===== config.mk =====
export PLATFORM = sky130hd
export DESIGN_NAME = rf_write_sched
export DESIGN_NICKNAME = d
export VERILOG_FILES = /design/src/rtl/rf_write_sched.sv
export SDC_FILE = /design/constraint.sdc
export NUM_CORES = 1
export LEC_CHECK = 0
export ABC_AREA = 1
export BUFFER_PORTS_ARGS = -buffer_cell sky130_fd_sc_hd__buf_2
export CAP_MARGIN = 20
export CORE_ASPECT_RATIO = 0.9
export CORE_MARGIN = 8
export CORE_UTILIZATION = 62
export DETAILED_ROUTE_END_ITERATION = 8
export GPL_ROUTABILITY_DRIVEN = 1
export PLACE_DENSITY = 0.86
export SYNTH_ARGS = -nofsm -noshare
export SYNTH_HDL_FRONTEND = slang
export SYNTH_SLANG_ARGS = --single-unit

===== constraint.sdc =====
create_clock -name clk -period 7 [get_ports clk]
set_clock_uncertainty 0.1 [all_clocks]
set_input_delay 1.4 -clock clk [delete_from_list [all_inputs] [get_ports clk]]
set_output_delay 1.4 -clock clk [all_outputs]
set_load 0.02 [all_outputs]

===== src/rtl/rf_write_sched.sv =====
// Write-port scheduler and LLU scoreboard for the 32x32 register file.
// This block shares one register-file write port between the WB stage and a
// long-latency unit (LLU). LLU results wait in a small FIFO. WB normally has
// priority on the port. A starvation counter limits how long a non-empty FIFO
// can lose the port: when the limit is reached, the FIFO head takes the port
// for one cycle and WB is told to hold its write.
// The pend bits mark registers that still have an LLU write outstanding, so
// decode can stall on read-after-write hazards.
module rf_write_sched #(
  parameter int DEPTH        = 4,
  parameter int STARVE_LIMIT = 8
) (
  input  logic                    clk,
  input  logic                    rst,
  input  logic                    pipe_we,
  input  logic [4:0]              pipe_waddr,
  input  logic [31:0]             pipe_wdata,
  output logic                    pipe_hold,
  input  logic                    llu_issue,
  input  logic [4:0]              llu_issue_addr,
  input  logic                    llu_valid,
  output logic                    llu_ready,
  input  logic [4:0]              llu_addr,
  input  logic [31:0]             llu_data,
  input  logic [4:0]              rd_addr_A,
  input  logic [4:0]              rd_addr_B,
  output logic                    rd_pend_A,
  output logic                    rd_pend_B,
  output logic                    reg_we,
  output logic [4:0]              reg_W_addr,
  output logic [31:0]             wdata,
  output logic [$clog2(DEPTH):0]  fifo_count,
  output logic                    sb_err
);

  localparam int AW = $clog2(DEPTH);
  localparam int CW = AW + 1;
  localparam int SW = $clog2(STARVE_LIMIT + 1);
  localparam logic [CW-1:0] FULL_CNT   = CW'(DEPTH);
  localparam logic [SW-1:0] STARVE_MAX = SW'(STARVE_LIMIT);

  logic [4:0]    r_fifo_addr [DEPTH];
  logic [31:0]   r_fifo_data [DEPTH];
  logic [AW-1:0] r_wr_ptr;
  logic [AW-1:0] r_rd_ptr;
  logic [CW-1:0] r_count;
  logic [SW-1:0] r_starve;
  logic [31:0]   r_pend;
  logic          r_sb_err;

  logic          w_pipe_valid;
  logic          w_empty;
  logic          w_hold;
  logic          w_head_commit;
  logic          w_pipe_commit;
  logic          w_push;
  logic          w_issue;
  logic [4:0]    w_head_addr;
  logic [31:0]   w_head_data;
  logic [31:0]   w_set_mask;
  logic [31:0]   w_clr_mask;

  // A write to r0 does nothing, so it is not treated as a request for the port.
  assign w_pipe_valid  = pipe_we && (pipe_waddr != 5'd0);
  assign w_empty       = (r_count == '0);
  assign w_hold        = !w_empty && (r_starve == STARVE_MAX);
  // While reset is asserted, the port stays idle even if WB is presenting a write.
  assign w_head_commit = !rst && !w_empty && (w_hold || !w_pipe_valid);
  assign w_pipe_commit = !rst && !w_hold && w_pipe_valid;
  assign pipe_hold     = !rst && w_hold && w_pipe_valid;

  assign llu_ready     = (r_count != FULL_CNT);
  // An accepted result addressed to r0 is dropped: it is not pushed.
  assign w_push        = llu_valid && llu_ready && (llu_addr != 5'd0);
  assign w_issue       = llu_issue && (llu_issue_addr != 5'd0);

  assign w_head_addr   = r_fifo_addr[r_rd_ptr];
  assign w_head_data   = r_fifo_data[r_rd_ptr];
  assign fifo_count    = r_count;

  // Bit 0 of r_pend is never set, so a read of r0 never reports pending.
  assign rd_pend_A     = r_pend[rd_addr_A];
  assign rd_pend_B     = r_pend[rd_addr_B];
  assign sb_err        = r_sb_err;

  // Write-port mux: drive the FIFO head, or the WB write, or nothing.
  always_comb begin
    // NOTE: every output gets a default first, so no path through the block can infer a latch.
    reg_we     = 1'b0;
    reg_W_addr = 5'd0;
    wdata      = 32'd0;
    if (w_head_commit) begin
      reg_we     = 1'b1;
      reg_W_addr = w_head_addr;
      wdata      = w_head_data;
    end else if (w_pipe_commit) begin
      reg_we     = 1'b1;
      reg_W_addr = pipe_waddr;
      wdata      = pipe_wdata;
    end
  end

  // FIFO storage: write the accepted LLU result into the slot at the write pointer.
  always_ff @(posedge clk) begin
    // NOTE: the storage array has no reset; the count and pointers decide which entries are valid.
    if (w_push) begin
      r_fifo_addr[r_wr_ptr] <= llu_addr;
      r_fifo_data[r_wr_ptr] <= llu_data;
    end
  end

  // FIFO pointers and occupancy; pointers wrap naturally at DEPTH.
  always_ff @(posedge clk or posedge rst) begin
    // NOTE: sequential state uses non-blocking assignments, so every flop samples pre-edge values.
    if (rst) begin
      r_wr_ptr <= '0;
      r_rd_ptr <= '0;
      r_count  <= '0;
    end else begin
      if (w_push)        r_wr_ptr <= r_wr_ptr + AW'(1);
      if (w_head_commit) r_rd_ptr <= r_rd_ptr + AW'(1);
      case ({w_push, w_head_commit})
        2'b10:   r_count <= r_count + CW'(1);
        2'b01:   r_count <= r_count - CW'(1);
        default: r_count <= r_count;
      endcase
    end
  end

  // Starvation counter: count the cycles in which WB wins while the FIFO is waiting.
  always_ff @(posedge clk or posedge rst) begin
    if (rst) begin
      r_starve <= '0;
    end else if (w_empty || w_head_commit) begin
      r_starve <= '0;
    end else if (w_pipe_commit && (r_starve != STARVE_MAX)) begin
      r_starve <= r_starve + SW'(1);
    end
  end

  assign w_set_mask = w_issue       ? (32'd1 << llu_issue_addr) : 32'd0;
  assign w_clr_mask = w_head_commit ? (32'd1 << w_head_addr)    : 32'd0;

  // Scoreboard: an issue sets a pend bit and a head commit clears it.
  // An issue and a commit to the same register in one cycle leave the bit set.
  always_ff @(posedge clk or posedge rst) begin
    if (rst) begin
      r_pend   <= 32'd0;
      r_sb_err <= 1'b0;
    end else begin
      r_pend   <= ((r_pend & ~w_clr_mask) | w_set_mask) & 32'hFFFF_FFFE;
      r_sb_err <= r_sb_err | (w_issue && r_pend[llu_issue_addr]);
    end
  end

endmodule


==> results of run 1 <==
[worst max-delay path by stage]
| stage | start | endpoint | slack [ns] | cells past startpoint |
|---|---|---|---|---|
| after global placement | pipe_waddr[1] | reg_W_addr[4] | 2.71 | 11 |
| after global routing | r_rd_ptr[0]$_DFFE_PP0P_ | reg_W_addr[3] | 2.43 | 7 |
| after CTS | r_rd_ptr[0]$_DFFE_PP0P_ | reg_W_addr[3] | 2.65 | 7 |
| after detailed placement | pipe_waddr[1] | reg_W_addr[4] | 2.69 | 11 |
| after floorplan | rst | reg_W_addr[0] | 2.28 | 6 |
| final | rd_addr_A[0] | rd_pend_A | 2.66 | 10 |
[power by group through the flow]
stage,combinational [W],sequential (W),clock [W]
after global routing,0.00166,0.00172,0.000957
after CTS,0.00149,0.00169,0.000912
after detailed placement,0.00147,0.00171,0
after global placement,0.00144,0.00170,0
after floorplan,0.00108,0.00167,0
final,0.00149,0.00170,0.000909
[logic make-up (layout without fill, tap and decap cells)]
kind of cell               Yosys count  count (layout)
and+or+nand+nor                    441             441
DFF                                191             191
other                                0               1
xor gates and xnor gates             6               6
AOI/OAI and AO/OA                  192             192
buffers and inverters              103             234
adders and majority gates            8               8
[registers in the layout, indices dropped and copies added, names as in the netlist]
signal / flops
r_fifo_data: 128
r_pend: 31
r_wr_ptr: 2
sb_err: 1
r_starve: 4
fifo_count: 3
r_rd_ptr: 2
r_fifo_addr: 20
[metal layers]
metal / part of all wire, % / global-route usage, % / vias to the layer above
li1: - / - / 3495
met1: 40 / 29.42 / 3444
met4: 2.0 / 9.224 / 2
met5: 0.055 / 0 / -
met3: 9.8 / 7.024 / 47
met2: 49 / 38.30 / 372
[final cells by class]
cell class / count / share of cell area (%)
Inverter: 56 / 2.058
Multi-Input combinational cell: 647 / 30.36
Antenna cell: 1 / 0.02393
Clock buffer: 19 / 4.139
Sequential cell: 191 / 52.79
Clock inverter: 13 / 1.101
Timing Repair Buffer: 146 / 7.154
Tap cell: 198 / 2.369
[critical path: cells and delay by family]
family | cells | cell delay [ns]
buffers and inverters | 3 | 0.78
and+or+nand+nor | 7 | 0.65
[through the flow]
step | util (%) | total power, W | area (µm²)
finish | 71.85 | 0.004099 | 10460
global placement | 68.07 | 0.003137 | 9908
detailed placement | 68.07 | 0.003185 | 9908
CTS | 71.83 | 0.004090 | 10460
floorplan | - | 0.002755 | 9130
global route | 71.85 | 0.004338 | 10460
[cell usage in the layout (no fill, tap or decap), types with 4 or more instances in the layout]
master,instances
a21oi_1,19
a22o_1,32
buf_2,139
buf_4,7
clkbuf_16,17
clkinv_1,7
dfrtp_1,42
edfxtp_1,148
ha_1,7
inv_1,42
inv_2,7
nand2_1,241
nand2_2,8
nand3_1,68
nand3_2,5
nor2_1,100
nor2_2,8
nor2_4,4
o211ai_1,5
o21ai_0,84
o21ai_1,16
o22ai_1,32
xor2_1,5
==> impl_results.md, run 1 <==
- XOR/XNOR Fraction of Synth Area: 0.5756%
- Placed insts: 1,238
- RSZ-0062 raised after global routing: false
- PD cells: 392.0 mW/mm²
- H-tree depth: 4
- Final setup vio count: 0
- GP Congestion: 0.9288
- Grt ovf: 0
- Reg-to-reg endpoint: r_pend[3]$_DFF_PP0_
- Final slew viol count: 0
- Internal power: approximately 0.0025 W
- Net count, final: between 1,000 and 1,500
- Sequential cell area fraction in the yosys report: 60.46%
- GRT Total Usage: 23.73%
- Req. time, crit path: 5.50 ns
- Largest family of logic cells by synthesized area: simple AND/OR/NAND/NOR gates
- Max Cap Viol: 0
- 1st-iter DRT viols: 856
- Core area: about 0.015 mm²
- Via density: slightly below 6
- Simple-gate portion of the synthesized area: 20.04%
- Syn. warnings: 0
- Routed WL per cell: around 17 µm
- Die span in y: 131.1 µm
- Share of Yosys cell area claimed by the top area cell type: approximately half
- Worst IR drop on VDD: 0.0002939 V
- Dpl ws: 2.686 ns
- Worst EP arrival: 2.84 ns
- Synth area leader: edfxtp_1
- Startpoint types: input pin
- Worst hold endpoint: sb_err$_DFF_PP0_
- Largest net degree at the start of global routing: 77
- Crit end category: primary output
- CP cell instances: buf_2 > clkinv_1 > nand2_1 > nand3_1 > nand3_1 > nand2_1 > nand2_1 > nand3_1 > and2_1 > buf_2
- Post-Synth Adder-Cell Area: 1.179%
- Post-synth top cells: 241 x nand2_1, 148 x edfxtp_1, 104 x nor2_1
- Area Growth Syn to Fin: 14.55%
- P_leak: between 4 and 5 nW
- Normalized max-slew margin: 49.64%
- Reg clk slew, reported paths: 0.07 ns
- Cell with the most instances after synthesis: nand2_1
- Post-DP HPWL: 14,140 µm
- Area contributors post-synth: edfxtp_1 49%, dfrtp_1 12%, nand2_1 9.9%
- Seq pwr share: 41.5%
- Seq cells post-synth: roughly 190
- Worst reg2reg path depth: 10
- Type of the worst setup path: in -> out
- Hold path cells: 2
- Antenna violations before repair: 2
- Port Buffer Count: 139
- Syn Nets: 1,043
- Clock Root Buffer: clkbuf_16
- Setup TNS: 0 ns
- Vias in the first global route: 7,149
- Area occupied by multi-input gates: 0.003176 mm²
- Rows: 42
- Compound-cell area share of the yosys netlist: 12.66%
- Fill cells: roughly 1,000
- Initial core utilization: between 60% and 70%
- Worst-margin pin slew: 0.7553 ns
- Ys flop type: edfxtp_1
- Post-Layout Cell Count: 1,271
- DRC violations left: 0
- Worst setup margin: 2.660 ns
- Switching pwr: 0.001631 W
- Crit Reg-Reg Startpoint: r_rd_ptr[0]$_DFFE_PP0P_
- Mux share of post-synthesis cell area: 0%
- CTS Hold Bufs: 0
- Total setup buffers inserted after CTS: 0
- Post-route minimum period: 4.340 ns
- IO Pins: 140
- Worst R2R Setup Slack: 3.95 ns
- EDFF count, synth: 148
- Via total after detailed routing: about 7,400
- Post-route ant nets: 0
- Die Footprint: 0.01887 mm²
- Status: finished clean
- First-pass GRT wire length: 35,090 µm
- Clock power frac: 22.2%
- Worst Hold Class: reg -> reg
- Crit path max fanout: 22
- CTS buffer count: 17
- Yosys cell types: 34
- CTS tree: done
- Max stage delay cell, worst path: clkinv_1
- Max Buffers Root-to-Sink: 2
- Die X: 143.9 µm
- Post-synth ARST share: 22.51%
- Combinational Power Share: 36.3%
- Mapped Area: between 0.009 and 0.01 mm²
- Share of post-route cells with drive strength above 1: 19.96%
- DRT Pass-1 Iters: 6
- Post-Syn Instances: 941
- Clock Latency Late Sink: 0.43 ns
- Peak Freq: 0.2304 GHz
- # clock sinks: 191
- Reg area: 0.005522 mm²
- Post-Syn Area per Cell: around 9.7 µm²
- Largest stage delay on the critical path: 0.33 ns
- Sw Ratio: 39.79%
- Final wirelength: 22,000 µm
- Hold_ws: 0.3838 ns
- Number of hold violations in the final report: 0
- Period utilization: 62.00%
- Resized cells post-CTS: 0
- Hold_sp: sb_err$_DFF_PP0_
(Power assumes the default switching activity.)
==> run 2, diff against run 1 <==
--- a/config.mk
+++ b/config.mk
@@ -10,10 +10,10 @@
 export CAP_MARGIN = 20
 export CORE_ASPECT_RATIO = 0.9
 export CORE_MARGIN = 8
-export CORE_UTILIZATION = 62
+export CORE_UTILIZATION = 57
 export DETAILED_ROUTE_END_ITERATION = 8
 export GPL_ROUTABILITY_DRIVEN = 1
-export PLACE_DENSITY = 0.86
+export PLACE_DENSITY = 0.8
 export SYNTH_ARGS = -nofsm -noshare
 export SYNTH_HDL_FRONTEND = slang
 export SYNTH_SLANG_ARGS = --single-unit
==> constraint.sdc (replaced) <==
create_clock -name clk -period 4.27 [get_ports clk]
set_clock_uncertainty 0.1 [all_clocks]
set_input_delay 0.854 -clock clk [delete_from_list [all_inputs] [get_ports clk]]
set_output_delay 0.854 -clock clk [all_outputs]
set_load 0.02 [all_outputs]
==> run 2 against run 1 <==
Compared with the run above: utilization down 5.6 points; combinational power up 66%; via count down 1.2%; power up 66%; die area up 7.7%; clock power up 68%.
==> impl_results.md, run 2 (synthesis results as in run 1) <==
- Post-route ant nets: 0
- Crit path max fanout: 76
- Clock power frac: a little under a quarter
- Number of hold violations in the final report: 0
- Grt ovf: 0
- Port Buffer Count: roughly 140
- Switching pwr: 0.002699 W
- CTS tree: done
- Die X: 149.4 µm
- Post-DP HPWL: 14,320 µm
- # clock sinks: roughly 190
- Via density: 5.667
- Routed WL per cell: 16.80 µm
- Pwr Total: roughly 0.0068 W
- Req. time, crit path: 3.32 ns
- Peak Freq: 0.3008 GHz
- GP Congestion: around 0.92
- Sw Ratio: 39.74%
- M3 GR Usage: roughly 5.2%
- Period utilization: 77.86%
- Max Cap Viol: 0
- Worst EP arrival: 2.37 ns
- Via total after detailed routing: 7,271
- CTS Hold Bufs: 0
- Die span in y: 136.1 µm
- Seq pwr share: 40.9%
- Largest registers: r_fifo_data: 128 flops, r_pend: 31 flops, r_fifo_addr: 20 flops
- M1 GR Usage: 27.54%
- Largest net degree at the start of global routing: 77
- DRT Pass-1 Iters: 5
- Worst IR drop on VDD: roughly 0.00040 V
- Crit end category: primary output
- Area Growth Syn to Fin: 15.43%
- Clock Latency Late Sink: roughly 0.43 ns
- IO Pins: 140
- Net count, final: 1,164
- 1st-iter DRT viols: 700
- Worst-margin pin slew: 0.7840 ns
- Met2 track demand over resource: a little over a third
- Setup TNS: 0 ns
- Total setup buffers inserted after CTS: 0
- Vias in the first global route: 6,947
- PD cells: 644.3 mW/mm²
- Reg clk slew, reported paths: approximately 0.070 ns
- Busiest grt layer: met2
- Rows: 44
- Resized cells post-CTS: 0
- RSZ-0062 raised after global routing: false
- Antenna violations before repair: 3
- Leading cell types in the layout, fill and taps excluded: 241 x nand2_1, 148 x edfxtp_1, 139 x buf_2
- Biggest register: r_fifo_data
- Area after DPL: 0.009967 mm²
- Final slew viol count: 0
- Type of the worst setup path: reg -> out
- Internal power: 0.004092 W
- Most common cell after layout, fill and taps aside: nand2_1
- DRC violations left: 0
- Post-route cell area: 0.01054 mm²
- Post-route minimum period: 3.325 ns
- Max Buffers Root-to-Sink: 2
- P_leak: 4.387 nW
- Max reg flops: 128
- First-pass GRT wire length: 34,600 µm
- Clock Root Buffer: clkbuf_16
- Worst Hold Class: reg -> reg
- Normalized max-slew margin: 47.73%
- Die Footprint: 0.02033 mm²
- Startpoint types: register
- Hold_ws: roughly 0.37 ns
- Initial core utilization: 57.38%
- GRT Total Usage: 21.53%
- Share of post-route cells with drive strength above 1: 20.47%
- Core area: 0.01591 mm²
- Final wirelength: 21,550 µm
- Final setup vio count: 0
- Status: finished clean
- Combinational Power Share: a little over a third
- CTS buffer count: 17
- H-tree depth: 4
-- run 2: changes by cell type in the layout (fill, tap and decap cells not counted), moves of 2 or more --
cell | previous run | this run
inv_6 | 2 | 7
clkinv_4 | 3 | 0
inv_8 | 1 | 3
buf_12 | 0 | 2
clkbuf_1 | 2 | 0
-- run 2: worst max-delay path, cell delays in order (launching register included) --
cell,delay [ns]
dfrtp_2,0.42
inv_4,0.54
nor2_1,0.09
nor2_1,0.11
o21ai_1,0.09
nand2_2,0.20
inv_2,0.09
o21ai_0,0.14
buf_2,0.19
-- run 2: metal layers --
layer | part of all wire, % | up-vias | wire length [µm]
met2 | 48 | 300 | 10370
li1 | - | 3499 | -
met1 | 42 | 3432 | 9121
met3 | 7.8 | 36 | 1673
met5 | 0.11 | - | 23
met4 | 1.7 | 4 | 363
-- run 2: path summary, 6_finish.rpt --
check / start / end / slack, ns / depth (start not counted)
min: r_pend[26]$_DFF_PP0_ / r_pend[26]$_DFF_PP0_ / 0.37 / 2
min reg2reg: r_pend[26]$_DFF_PP0_ / r_pend[26]$_DFF_PP0_ / 0.37 / 2
max: r_rd_ptr[0]$_DFFE_PP0P_ / reg_W_addr[2] / 0.95 / 8
max reg2reg: r_starve[0]$_DFFE_PP0P_ / fifo_count[2]$_DFFE_PP0P_ / 1.58 / 12
min in group asynchronous: rst / r_pend[8]$_DFF_PP0_ / 0.53 / 3
max in group asynchronous: rst / r_rd_ptr[0]$_DFFE_PP0P_ / 3.13 / 3
-- run 2: cell type report --
| cell class | count | area, µm² |
|---|---|---|
| Sequential cell | 191 | 5522 |
| Clock inverter | 15 | 143.9 |
| Fill cell | 1209 | 5371 |
| Clock buffer | 17 | 425.4 |
| Inverter | 56 | 215.2 |
| Tap cell | 207 | 259.0 |
| Antenna cell | 1 | 2.502 |
| Multi-Input combinational cell | 647 | 3176 |
| Timing Repair Buffer | 149 | 795.8 |
-- run 2: per-stage QoR --
stage | instances | utilization (%) | worst slack [ns]
2_1_floorplan | 941 | - | 0.6425
3_3_place_gp | 1250 | 62.65 | 1.080
3_5_place_dp | 1250 | 62.65 | 1.044
4_1_cts | 1282 | 66.22 | 0.9413
5_1_grt | 1283 | 66.24 | 0.7593
6_report | 1283 | 66.24 | 0.9452
-- run 2: power groups by stage --
stage / combinational, W / sequential (W) / clock (W)
3_3_place_gp: 0.00242 / 0.00280 / 0
3_5_place_dp: 0.00247 / 0.00280 / 0
2_1_floorplan: 0.00178 / 0.00274 / 0
6_report: 0.00248 / 0.00278 / 0.00153
5_1_grt: 0.00276 / 0.00282 / 0.00161
4_1_cts: 0.00249 / 0.00277 / 0.00155
